File: config.mk
export PLATFORM = sky130hd
export DESIGN_NAME = id_ex_stage
export DESIGN_NICKNAME = d
export VERILOG_FILES = /design/src/rtl/id_ex_stage_pkg.sv /design/src/rtl/id_ex_stage_fwd_mux.sv /design/src/rtl/id_ex_stage.sv
export SDC_FILE = /design/constraint.sdc
export NUM_CORES = 1
export LEC_CHECK = 0
export BUFFER_PORTS_ARGS = -buffer_cell sky130_fd_sc_hd__buf_2
export CORE_AREA = 2 2 133 135
export DETAILED_ROUTE_END_ITERATION = 8
export DIE_AREA = 0 0 135 137
export GPL_TIMING_DRIVEN = 0
export HOLD_SLACK_MARGIN = 0.03
export PLACE_DENSITY = 0.78
export SLEW_MARGIN = 10
export SYNTH_ARGS = -nofsm -noshare
export SYNTH_HDL_FRONTEND = slang
export SYNTH_HIERARCHICAL = 1
export SYNTH_SLANG_ARGS = --single-unit
File: constraint.sdc
create_clock -name ie_i_clk -period 4.6 [get_ports ie_i_clk]
set_input_delay 1.38 -clock ie_i_clk [delete_from_list [all_inputs] [get_ports ie_i_clk]]
set_output_delay 1.38 -clock ie_i_clk [all_outputs]
set_load 0.005 [all_outputs]
File: src/rtl/id_ex_stage_pkg.sv
// Shared widths, EX register layout and bubble constants for the ID/EX stage
// and the execute-stage alu.
//   DWIDTH / IMM_WIDTH / PC_WIDTH / RWIDTH : datapath, immediate, PC, regnum widths
//   ex_regs_t  : contents of the ID/EX pipeline register
//   EX_BUBBLE  : value loaded on flush (no valid, no write enables, zero fields)
//   fwd_hit()  : forwarding match test shared by both operand selectors
package id_ex_stage_pkg;

    localparam int DWIDTH    = 32;
    localparam int IMM_WIDTH = 16;
    localparam int PC_WIDTH  = 32;
    localparam int RWIDTH    = 5;

    typedef struct packed {
        logic                 valid;
        logic [RWIDTH-1:0]    rs;
        logic [RWIDTH-1:0]    rt;
        logic [RWIDTH-1:0]    rd;
        logic [DWIDTH-1:0]    data_rs;
        logic [DWIDTH-1:0]    data_rt;
        logic [IMM_WIDTH-1:0] imm;
        logic [4:0]           funct;
        logic                 alu_src;
        logic [PC_WIDTH-1:0]  pc;
        logic                 reg_write;
        logic                 mem_read;
        logic                 mem_write;
        logic                 mem_to_reg;
    } ex_regs_t;

    // Bubble: every field zero. Clearing rs/rt too keeps a bubble from
    // picking up forwarded data on its operand outputs.
    localparam logic              BUBBLE_VALID = 1'b0;
    localparam logic              BUBBLE_CTRL  = 1'b0;
    localparam logic [4:0]        BUBBLE_FUNCT = 5'd0;
    localparam logic [RWIDTH-1:0] BUBBLE_RD    = '0;
    localparam logic [DWIDTH-1:0] BUBBLE_DATA  = '0;
    localparam ex_regs_t          EX_BUBBLE    = '0;

    // $0 is hardwired zero, so it never matches a producer.
    function automatic logic fwd_hit(input logic              we,
                                     input logic [RWIDTH-1:0] src_rd,
                                     input logic [RWIDTH-1:0] reg_num);
        return we && (src_rd == reg_num) && (reg_num != '0);
    endfunction

endpackage

File: src/rtl/id_ex_stage_fwd_mux.sv
// Per-operand forwarding selector: EX/MEM beats MEM/WB beats the
// registered register-file value.
//   reg_i / data_i          : registered register number and its data
//   em_we_i/em_rd_i/em_val_i: EX/MEM producer
//   mw_we_i/mw_rd_i/mw_val_i: MEM/WB producer
//   data_o                  : forwarded operand
module fwd_mux
    import id_ex_stage_pkg::*;
(
    input  logic [RWIDTH-1:0] reg_i,
    input  logic [DWIDTH-1:0] data_i,
    input  logic              em_we_i,
    input  logic [RWIDTH-1:0] em_rd_i,
    input  logic [DWIDTH-1:0] em_val_i,
    input  logic              mw_we_i,
    input  logic [RWIDTH-1:0] mw_rd_i,
    input  logic [DWIDTH-1:0] mw_val_i,
    output logic [DWIDTH-1:0] data_o
);

    always_comb begin
        data_o = data_i;
        if (fwd_hit(em_we_i, em_rd_i, reg_i))
            data_o = em_val_i;
        else if (fwd_hit(mw_we_i, mw_rd_i, reg_i))
            data_o = mw_val_i;
    end

endmodule

File: src/rtl/id_ex_stage.sv
// ID/EX pipeline register in front of the alu, with EX/MEM and MEM/WB
// operand forwarding, stall/flush control and a load-use hazard flag.
//   ie_i_*            : decode fields, stall/flush, forwarding sources
//   ie_o_valid        : EX holds a valid instruction
//   ie_o_data_rs/rt   : forwarded operands to the alu
//   ie_o_imm/funct/alu_src/pc : alu controls
//   ie_o_rd + controls: passed to EX/MEM
//   ie_o_load_use     : combinational load-use hazard flag
module id_ex_stage
    import id_ex_stage_pkg::*;
(
    input  logic                 ie_i_clk,
    input  logic                 ie_i_rst_n,
    input  logic                 ie_i_valid,
    input  logic [DWIDTH-1:0]    ie_i_data_rs,
    input  logic [DWIDTH-1:0]    ie_i_data_rt,
    input  logic [RWIDTH-1:0]    ie_i_rs,
    input  logic [RWIDTH-1:0]    ie_i_rt,
    input  logic [RWIDTH-1:0]    ie_i_rd,
    input  logic [IMM_WIDTH-1:0] ie_i_imm,
    input  logic [4:0]           ie_i_funct,
    input  logic                 ie_i_alu_src,
    input  logic [PC_WIDTH-1:0]  ie_i_pc,
    input  logic                 ie_i_reg_write,
    input  logic                 ie_i_mem_read,
    input  logic                 ie_i_mem_write,
    input  logic                 ie_i_mem_to_reg,
    input  logic                 ie_i_stall,
    input  logic                 ie_i_flush,
    input  logic                 ie_i_em_reg_write,
    input  logic [RWIDTH-1:0]    ie_i_em_rd,
    input  logic [DWIDTH-1:0]    ie_i_em_value,
    input  logic                 ie_i_mw_reg_write,
    input  logic [RWIDTH-1:0]    ie_i_mw_rd,
    input  logic [DWIDTH-1:0]    ie_i_mw_value,
    output logic                 ie_o_valid,
    output logic [DWIDTH-1:0]    ie_o_data_rs,
    output logic [DWIDTH-1:0]    ie_o_data_rt,
    output logic [IMM_WIDTH-1:0] ie_o_imm,
    output logic [4:0]           ie_o_funct,
    output logic                 ie_o_alu_src,
    output logic [PC_WIDTH-1:0]  ie_o_pc,
    output logic [RWIDTH-1:0]    ie_o_rd,
    output logic                 ie_o_reg_write,
    output logic                 ie_o_mem_read,
    output logic                 ie_o_mem_write,
    output logic                 ie_o_mem_to_reg,
    output logic                 ie_o_load_use
);

    ex_regs_t ex_q, ex_d;

    fwd_mux u_fwd_rs (
        .reg_i    (ex_q.rs),
        .data_i   (ex_q.data_rs),
        .em_we_i  (ie_i_em_reg_write),
        .em_rd_i  (ie_i_em_rd),
        .em_val_i (ie_i_em_value),
        .mw_we_i  (ie_i_mw_reg_write),
        .mw_rd_i  (ie_i_mw_rd),
        .mw_val_i (ie_i_mw_value),
        .data_o   (ie_o_data_rs)
    );

    fwd_mux u_fwd_rt (
        .reg_i    (ex_q.rt),
        .data_i   (ex_q.data_rt),
        .em_we_i  (ie_i_em_reg_write),
        .em_rd_i  (ie_i_em_rd),
        .em_val_i (ie_i_em_value),
        .mw_we_i  (ie_i_mw_reg_write),
        .mw_rd_i  (ie_i_mw_rd),
        .mw_val_i (ie_i_mw_value),
        .data_o   (ie_o_data_rt)
    );

    always_comb begin
        // Stall default: hold everything but recapture the forwarded operands
        // so a producer retiring during the stall is not lost.
        ex_d         = ex_q;
        ex_d.data_rs = ie_o_data_rs;
        ex_d.data_rt = ie_o_data_rt;
        if (ie_i_flush) begin
            ex_d = EX_BUBBLE;
        end else if (!ie_i_stall) begin
            ex_d.valid      = ie_i_valid;
            ex_d.rs         = ie_i_rs;
            ex_d.rt         = ie_i_rt;
            ex_d.rd         = ie_i_rd;
            ex_d.data_rs    = ie_i_data_rs;
            ex_d.data_rt    = ie_i_data_rt;
            ex_d.imm        = ie_i_imm;
            ex_d.funct      = ie_i_funct;
            ex_d.alu_src    = ie_i_alu_src;
            ex_d.pc         = ie_i_pc;
            ex_d.reg_write  = ie_i_reg_write;
            ex_d.mem_read   = ie_i_mem_read;
            ex_d.mem_write  = ie_i_mem_write;
            ex_d.mem_to_reg = ie_i_mem_to_reg;
        end
    end

    always_ff @(posedge ie_i_clk) begin
        if (!ie_i_rst_n)
            ex_q <= '0;
        else
            ex_q <= ex_d;
    end

    assign ie_o_valid      = ex_q.valid;
    assign ie_o_imm        = ex_q.imm;
    assign ie_o_funct      = ex_q.funct;
    assign ie_o_alu_src    = ex_q.alu_src;
    assign ie_o_pc         = ex_q.pc;
    assign ie_o_rd         = ex_q.rd;
    assign ie_o_reg_write  = ex_q.reg_write;
    assign ie_o_mem_read   = ex_q.mem_read;
    assign ie_o_mem_write  = ex_q.mem_write;
    assign ie_o_mem_to_reg = ex_q.mem_to_reg;

    assign ie_o_load_use = ex_q.valid && ex_q.mem_read && (ex_q.rd != '0) &&
                           ((ex_q.rd == ie_i_rs) || (ex_q.rd == ie_i_rt));

endmodule

# --- After elaboration in Yosys (flattened, before gate mapping) ---
# Index checks and enable logic that the tools add are counted.
word_totals:
  rom_bits: 0
  output_inout_bits: 129
  latch_bits: 0
  ramBits: 0
  n_memories: 0
  elab_cells: 42
  reg_bits: 138
classes:
  n_mul: 0
  n_div: 0
  n_lt_le_gt_ge: 0
  muxes: 5
  reduce_logical: 16
  n_bitwise: 1
  addsub: 0
  shifts: 0
  n_eq_ne: 6
ops:
  columns: ["cell", "count"]
  rows:
  - ["32-bit two-way mux", 4]
  - ["122-bit two-way mux", 1]
  - ["5-bit equality test", 6]
  - ["5-bit nonzero test", 3]
  - ["1-bit logical AND", 11]
  - ["2-bit OR reduction", 1]
  - ["1-bit logical OR", 1]
  - ["1-bit inverter", 1]

# --- Longest topological paths before layout ---
# Gate-level depths: netlist of the first run.
logic_depth:
  ltp_word: 6
  depth_mapped: 8

# --- Hierarchy ---
# Netlist of the first run, hierarchy kept.
by_module_without_submodules:
  columns: ["module", "area_per_inst_um2", "n_inst", "cells_per_inst"]
  rows:
  - ["id_ex_stage", 5466.5, 1, 521]
  - ["fwd_mux", 1153.6, 2, 198]

# --- Worst setup path before layout of the first run ---
# OpenSTA, ideal clock, no wires.
synth_timing:
  kind: "input to output"
  from: "input ie_i_mw_rd[0]"
  to: "output ie_o_data_rs[23]"
  stages: 5
  setup_slack_ns: 0.729
  arrival_time_ns: 2.491
  required_ns: 3.220
  cell_sequence: "xnor2_1 nand4_2 clkbuf_1 or3_1 a31oi_1"
synth_via:
  elab_chain_cells: 5
synth_lines:
  columns: ["item", "line", "rtl"]
  rows:
  - ["start: declaration", "id_ex_stage.sv:34", "input logic [RWIDTH-1:0] ie_i_mw_rd,"]
  - ["5-bit equality test", "id_ex_stage_pkg.sv:44", "return we && (src_rd == reg_num) && (reg_num != '0);"]
  - ["1-bit logical AND (2 in series)", "id_ex_stage_pkg.sv:44", null]
  - ["32-bit two-way mux", "id_ex_stage_fwd_mux.sv:25", "else if (fwd_hit(mw_we_i, mw_rd_i, reg_i))"]
  - ["32-bit two-way mux", "id_ex_stage_fwd_mux.sv:23", "if (fwd_hit(em_we_i, em_rd_i, reg_i))"]
  - ["end: declaration", "id_ex_stage.sv:37", "output logic [DWIDTH-1:0] ie_o_data_rs,"]
# Every way passes these cells.

# --- Worst setup path after layout of the first run ---
layout_timing:
  from: "input ie_i_mw_rd[0]"
  to: "output ie_o_data_rs[21]"
# Same word-level chain as after synthesis.

==> metrics.md, run 1 <==
| Metric | Value |
|---|---|
| Status | `finished with violations` |
| Violated checks | `design-rule violations` |
| Layout area overhead | `35.14%` |
| CP startpoint kind | `input port` |
| Chip Height | `137 um` |
| Mux contribution to synthesized area | `17.77%` |
| Worst EP arrival | `3.19 ns` |
| Die width | `135 um` |
| Hold/Removal Path Class | `reg -> reg` |
| Worst hold slack | `0.4936 ns` |
| CTS Hold Bufs | `0` |
| Clk slew on worst S/H paths | `0.06 ns` |
| Syn Nets | `1135` |
| Slowest stage cell, crit path | `or3_1` |
| WS Path Type | `in -> out` |
| GRT overflow | `0` |
| Syn Inst Count | `917` |
| Max Clock Skew | `0.007891 ns` |
| Largest family of logic cells by synthesized area | `multiplexers` |
| Largest net degree at the start of global routing | `17` |
| Final instance area | `10510 um2` |
| Gr usage total | `27.32%` |
| Post-Synth Adder-Cell Area | `0%` |
| VDD IR max | `0.2443 mV` |
| Ratio of final minimum period to clock period | `99.45%` |
| Post-Synthesis Cell Area | `7774 um2` |
| Slowest stage delay, CP | `0.38 ns` |
| Most frequent cells in the layout | `371 x buf_2, 138 x mux2i_1, 138 x nor2_1, 138 x dfxtp_1, 70 x buf_4` |
| Lkg Pwr | `5.293 nW` |
| First-pass iteration count of the detailed router | `7` |
| # clock sinks | `138` |
| CP dominant cell by count | `buf_2` |
| Worst Setup End Kind | `output pin` |
| Initial Util | `45.58%` |
| Simple-gate share of the synthesized area | `17.43%` |
| Synth Area in Compound Gates | `10.59%` |
| Final Max Slew Viols | `0` |
| Tot Pwr | `3.292 mW` |
| CP Max Fanout | `10` |
| Max reg flops | `74` |
| Cell row count | `48` |
| Fill count | `1584` |
| Syn. warnings | `6` |
| Register area share after synthesis | `35.54%` |
| Cells along the critical path | `buf_2 -> xnor2_1 -> nand4_4 -> clkbuf_2 -> or3_1 -> a31oi_1 -> buf_2` |
| Routed length per instance | `16.96 um` |
| GPL Wtd Cong | `0.9430` |
| Vias per inst | `5.135` |
| Hpwl dp | `20.40 mm` |
| Max_cap viols | `0` |
| Root Buffer | `clkbuf_16` |
| Distinct cells, synth | `27` |
| Clock latency on the worst-skew pair | `0.42 ns` |
| Core footprint | `17060 um2` |
| Setup TNS | `0 ns` |
| Largest register by flop count | `ex_q` |
| WL final | `25.86 mm` |
| CTS H-tree lvls | `4` |
| Xor/xnor cell area share of the yosys netlist | `3.380%` |
| Residual DRC count | `1` |
| Least-Margin Pin Slew | `0.6245 ns` |
| Layout cells sized above 1 | `40.14%` |
| First-pass GRT wire length | `39.20 mm` |
| Nets@finish | `1503` |
| Total CTS buffers | `17` |
| DP Area | `9782 um2` |
| F_max | `218.6 MHz` |
| RSZ-0062 raised after global routing | `yes` |
| Die footprint | `18500 um2` |
| I/O Buffers | `345` |
| Final Critical Period | `4.575 ns` |
| Bufs and invs on worst path | `3` |
| P per Cell Area | `313.3 nW/um2` |
| CTS tree | `yes` |
| FF+latch count, synth | `138` |
| Detailed Route Iter0 Violations | `514` |
| Routed Antenna Nets | `0` |
| Final Setup Violations | `0` |
| Slew HR | `58.37%` |
| Max Root-Sink Buffers | `2` |
| Critical Path RT | `3.22 ns` |
| Commonest non-fill, non-tap cell in the layout | `buf_2` |
| Initial antenna violation count | `4` |
| Pre-CTS setup slack | `-0.07206 ns` |
| Worst setup margin | `0.02527 ns` |
| Fin. Hold Viols | `0` |
| Mean post-synth cell area | `8.477 um2` |
| Routed vias | `7831` |
| Vias in the first global route | `7496` |
| Num ports | `347` |
| Worst path top cell family by delay | `simple AND/OR/NAND/NOR gates` |
[worst register-to-register path, stage by stage, from the launching register on]
cell,delay (ns)
dfxtp_1,0.36
or4_4,0.60
o211ai_4,0.43
buf_6,0.22
o21ai_1,0.07
a31oi_1,0.33
mux2i_1,0.13
nor2_1,0.10
[Yosys cell counts]
master    count  share of area, %
xor2_1        6              0.68
inv_1        64               3.1
o21ai_0      26               1.7
o21ai_1      38               2.4
o211ai_4      4               1.1
nor3_1       66               4.2
mux2i_1     138                18
dfxtp_1     138                36
or3_2         8              0.77
or4_4         2              0.29
buf_4        66               6.4
buf_2        23               1.5
a31oi_1      64               5.2
nand3_1       2              0.13
or2_1         2              0.16
a21oi_1       1             0.064
or3_1        56               4.5
clkbuf_1     16              0.77
nor2_1      138               6.7
nand4_1       2              0.16
nand4_2       2              0.32
or4_1         1             0.097
xnor2_1      24               2.7
buf_6        22               3.2
nand2b_1      1             0.081
clkbuf_2      6              0.39
o211ai_2      1              0.16
[worst paths after layout]
check | start | end | slack, ns | cells after the start
worst max register to register | ex_q[134]$_SDFFE_PP0N_ | ex_q[111]$_SDFF_PP0_ | 2.30 | 7
worst max-delay path | ie_i_mw_rd[0] | ie_o_data_rs[21] | 0.03 | 7
worst min register to register | ie_o_pc[3]$_SDFFE_PP0N_ | ie_o_pc[3]$_SDFFE_PP0N_ | 0.49 | 2
worst min-delay path | ie_o_pc[3]$_SDFFE_PP0N_ | ie_o_pc[3]$_SDFFE_PP0N_ | 0.49 | 2
[cell type report]
cell class	count	area (um2)	share of cell area, %
multi-input cells	582	3840	36.55
flip-flops and latches	138	2763	26.30
repair buffers	349	1757	16.72
plain buffers	133	955.9	9.100
clock buffers	17	425.4	4.050
well taps	225	281.5	2.680
inverters	64	240.2	2.287
clock inverters	15	237.7	2.263
diodes	2	5.005	0.04764
[where the power goes]
part           total [mW]  switching (mW)  internal (mW)
Clock                1.54           0.563          0.975
Combinational       0.497           0.257          0.240
Sequential           1.26          0.0210           1.24
Total                3.29           0.841           2.45
[repair_timing]
item / 4_1_cts / 5_1_grt
pin swaps: 0 / 3
gates resized for setup: 2 / 15
setup endpoints to repair: 10 / 29
buffers inserted: 0 / 4
[per-stage QoR]
step	cells	util, %
5_1_grt	1525	61.59
4_1_cts	1519	61.34
3_5_place_dp	1487	57.35
3_3_place_gp	1487	57.35
6_report	1525	61.59
2_1_floorplan	917	-
[logic make-up after synthesis]
group,after synthesis
muxes,138
buffers and inverters,197
AOI/OAI and AO/OA,134
DFF,138
and+or+nand+nor,280
xor gates and xnor gates,30
[layer usage]
layer	up-vias	global-route usage [%]	wire length [um]
met4	4	8.623	503
met2	361	49.69	12970
li1	3819	-	-
met5	-	0	24
met1	3602	31.15	10150
met3	45	7.333	2211
Power figures use the tool's default switching activity.
==> run 2, diff against run 1 <==
--- a/config.mk
+++ b/config.mk
@@ -12,6 +12,7 @@
 export GPL_TIMING_DRIVEN = 0
 export HOLD_SLACK_MARGIN = 0.03
 export PLACE_DENSITY = 0.78
+export RECOVER_POWER = 50
 export SLEW_MARGIN = 10
 export SYNTH_ARGS = -nofsm -noshare
 export SYNTH_HDL_FRONTEND = slang
==> run 2 against run 1 <==
The flow still finishes with violations (design-rule violations); worst hold slack lost 0.00060 ns; core utilization shrank 0.27 points; sequential share of layout area grew 0.12 points; final cell count is the same; clock skew shrank 0.0012 ns; fmax is essentially flat; critical path type unchanged; largest cell class unchanged.
==> metrics.md, run 2 (synthesis gave the netlist of run 1 again) <==
| Metric | Value |
|---|---|
| GPL Wtd Cong | `0.9430 (unchanged)` |
| # clock sinks | `138 (unchanged)` |
| Critical Path RT | `3.22 ns (about the same)` |
| Clk slew on worst S/H paths | `0.06 ns (about the same)` |
| Sw Pwr | `0.8412 mW (about the same)` |
| Vias in the first global route | `7496 (unchanged)` |
| Layout cells sized above 1 | `37.29% (-2.9 points)` |
| Initial Util | `45.58% (unchanged)` |
| Fin. Hold Viols | `0 (unchanged)` |
| Max reg flops | `74 (unchanged)` |
| Gr usage total | `27.32% (unchanged)` |
| F_max | `218.4 MHz (about the same)` |
| Most frequent cells in the layout | `334 x buf_2, 138 x mux2i_1, 138 x nor2_1, 138 x dfxtp_1, 66 x nor3_1` |
| I/O Buffers | `345 (unchanged)` |
| Setup TNS | `0 ns (unchanged)` |
| VDD IR max | `0.2448 mV (+0.21%)` |
| Nets@finish | `1503 (unchanged)` |
| CP startpoint kind | `input port` |
| Die width | `135 um (unchanged)` |
| Hold endpoint | `ie_o_pc[3]$_SDFFE_PP0N_` |
| Status | `finished with violations` |
| Routed Antenna Nets | `0 (unchanged)` |
| Worst hold slack | `0.4930 ns (-0.0005950 ns)` |
| Layout area overhead | `34.54%` |
| Final Critical Period | `4.578 ns (+0.003450 ns)` |
| Largest net degree at the start of global routing | `17 (unchanged)` |
| Slew HR | `53.25% (-5.1 points)` |
| Clock latency on the worst-skew pair | `0.42 ns (about the same)` |
| Max Root-Sink Buffers | `2 (unchanged)` |
| Root Buffer | `clkbuf_16` |
| Largest register by flop count | `ex_q` |
| Hold/Removal Path Class | `reg -> reg` |
| First-pass GRT wire length | `39.20 mm (unchanged)` |
| CTS tree | `yes` |
| Max Clock Skew | `0.006680 ns (-0.001210 ns)` |
| Final Setup Violations | `0 (unchanged)` |
| Least-Margin Pin Slew | `0.7012 ns (+0.07667 ns)` |
| Layout Cells excl Fill | `1525 (unchanged)` |
| Ratio of final minimum period to clock period | `99.53% (about the same)` |
| R2R Setup Slk | `2.29 ns (about the same)` |
| WS Path Type | `in -> out` |
| FF-to-FF Start | `ex_q[134]$_SDFFE_PP0N_` |
| Cell row count | `48 (unchanged)` |
| Routed length per instance | `16.99 um (+0.20%)` |
| Residual DRC count | `1 (unchanged)` |
| Worst Setup End Kind | `output pin` |
| Max_cap viols | `0 (unchanged)` |
| Chip Height | `137 um (unchanged)` |
| Lkg Pwr | `5.142 nW (-2.8%)` |
| Final Max Slew Viols | `0 (unchanged)` |
| RR Endpoint | `ex_q[111]$_SDFF_PP0_` |
| Tot Pwr | `3.288 mW (-0.10%)` |
| Switching Fraction | `25.58% (+0.031 points)` |
| Violated checks | `design-rule violations` |
| Routed vias | `7804 (-0.34%)` |
| Reg2Reg Depth | `7 (unchanged)` |
| Detailed Route Iter0 Violations | `511 (-0.58%)` |
| Die footprint | `18500 um2 (unchanged)` |
| Vias per inst | `5.117 (-0.34%)` |
| Clock group share of total power | `46.8% (about the same)` |
| CTS Hold Bufs | `0 (unchanged)` |
| Logic pwr share | `15.0% (about the same)` |
| Hpwl dp | `20.40 mm (unchanged)` |
| GRT overflow | `0 (unchanged)` |
| Placed cell count | `1487 (unchanged)` |
| Total CTS buffers | `17 (unchanged)` |
| RSZ-0062 raised after global routing | `yes` |
| Num ports | `347 (unchanged)` |
| WHS Path Cells | `2 (unchanged)` |
| P per Cell Area | `314.4 nW/um2 (+0.34%)` |
| Commonest non-fill, non-tap cell in the layout | `buf_2` |
| CP Max Fanout | `10 (unchanged)` |
| First-pass iteration count of the detailed router | `7 (unchanged)` |
| Initial antenna violation count | `4 (unchanged)` |
| Utilization after layout | `61.32% (-0.27 points)` |
| Power share of the sequential group | `38.2% (about the same)` |
| Worst EP arrival | `3.20 ns (about the same)` |
| WL final | `25.91 mm (+0.20%)` |
| Pint | `2.447 mW (-0.14%)` |
| Core footprint | `17060 um2 (unchanged)` |
| CTS H-tree lvls | `4 (unchanged)` |
| Hold Startpoint | `ie_o_pc[3]$_SDFFE_PP0N_` |
## run 2: cell count changes in the layout (fill, tap and decap cells not counted)
cell / before / now
buf_4: 70 / 45
clkbuf_4: 0 / 25
buf_2: 371 / 334
clkbuf_1: 10 / 46
buf_1: 0 / 1
## run 2: routing by layer
| layer | global-route usage, % | vias up | routed length (um) |
|---|---|---|---|
| met1 | 31.15 | 3564 | 10080 |
| met2 | 49.69 | 371 | 13010 |
| li1 | - | 3820 | - |
| met4 | 8.623 | 4 | 516 |
| met5 | 0 | - | 24 |
| met3 | 7.333 | 45 | 2278 |
## run 2: worst max path at each step
stage	from	to	cells past startpoint
CTS	ie_i_mw_rd[0]	ie_o_data_rt[22]	7
detailed placement	ie_i_mw_rd[0]	ie_o_data_rt[22]	7
global placement	ie_i_mw_rd[0]	ie_o_data_rs[22]	7
finish	ie_i_mw_rd[0]	ie_o_data_rs[21]	7
global route	ie_i_mw_rd[3]	ie_o_data_rt[22]	7
floorplan	ie_i_mw_rd[0]	ie_o_data_rs[23]	5
## run 2: layout make-up
class | instances | area [um2]
plain buffers | 133 | 945.9
fillers | 1606 | 6598
multi-input cells | 582 | 3840
clock inverters | 15 | 237.7
well taps | 225 | 281.5
inverters | 64 | 240.2
clock buffers | 17 | 425.4
flip-flops and latches | 138 | 2763
repair buffers | 349 | 1720
diodes | 2 | 5.005
## run 2: stage by stage
stage	setup WS [ns]	cell area, um2
final	0.02182	10460
after global routing	-0.01871	10460
after CTS	0.01118	10460
after detailed placement	-0.07206	9782
after global placement	-0.01452	9782
after floorplan	0.7288	7774
## run 2: worst max-delay path, stage by stage
cell,delay [ns]
buf_2,0.13
xnor2_1,0.26
nand4_4,0.26
clkbuf_2,0.26
or3_1,0.37
a31oi_1,0.34
buf_2,0.19
## run 2: timing repair
action / in CTS / in global routing
buffers inserted: 0 / 4
gates resized for setup: 2 / 15
endpoints found under the hold margin: 0 / 0
gates cloned: 0 / 0
setup endpoints to repair: 10 / 29
pin swaps: 0 / 3
## run 2: power groups by stage
stage                     clock (mW)  combinational [mW]  sequential [mW]
after detailed placement           0               0.490             1.28
final                           1.54               0.494             1.26
after floorplan                    0               0.276             1.28
after global routing            1.62               0.539             1.26
after global placement             0               0.486             1.28
after CTS                       1.57               0.495             1.26
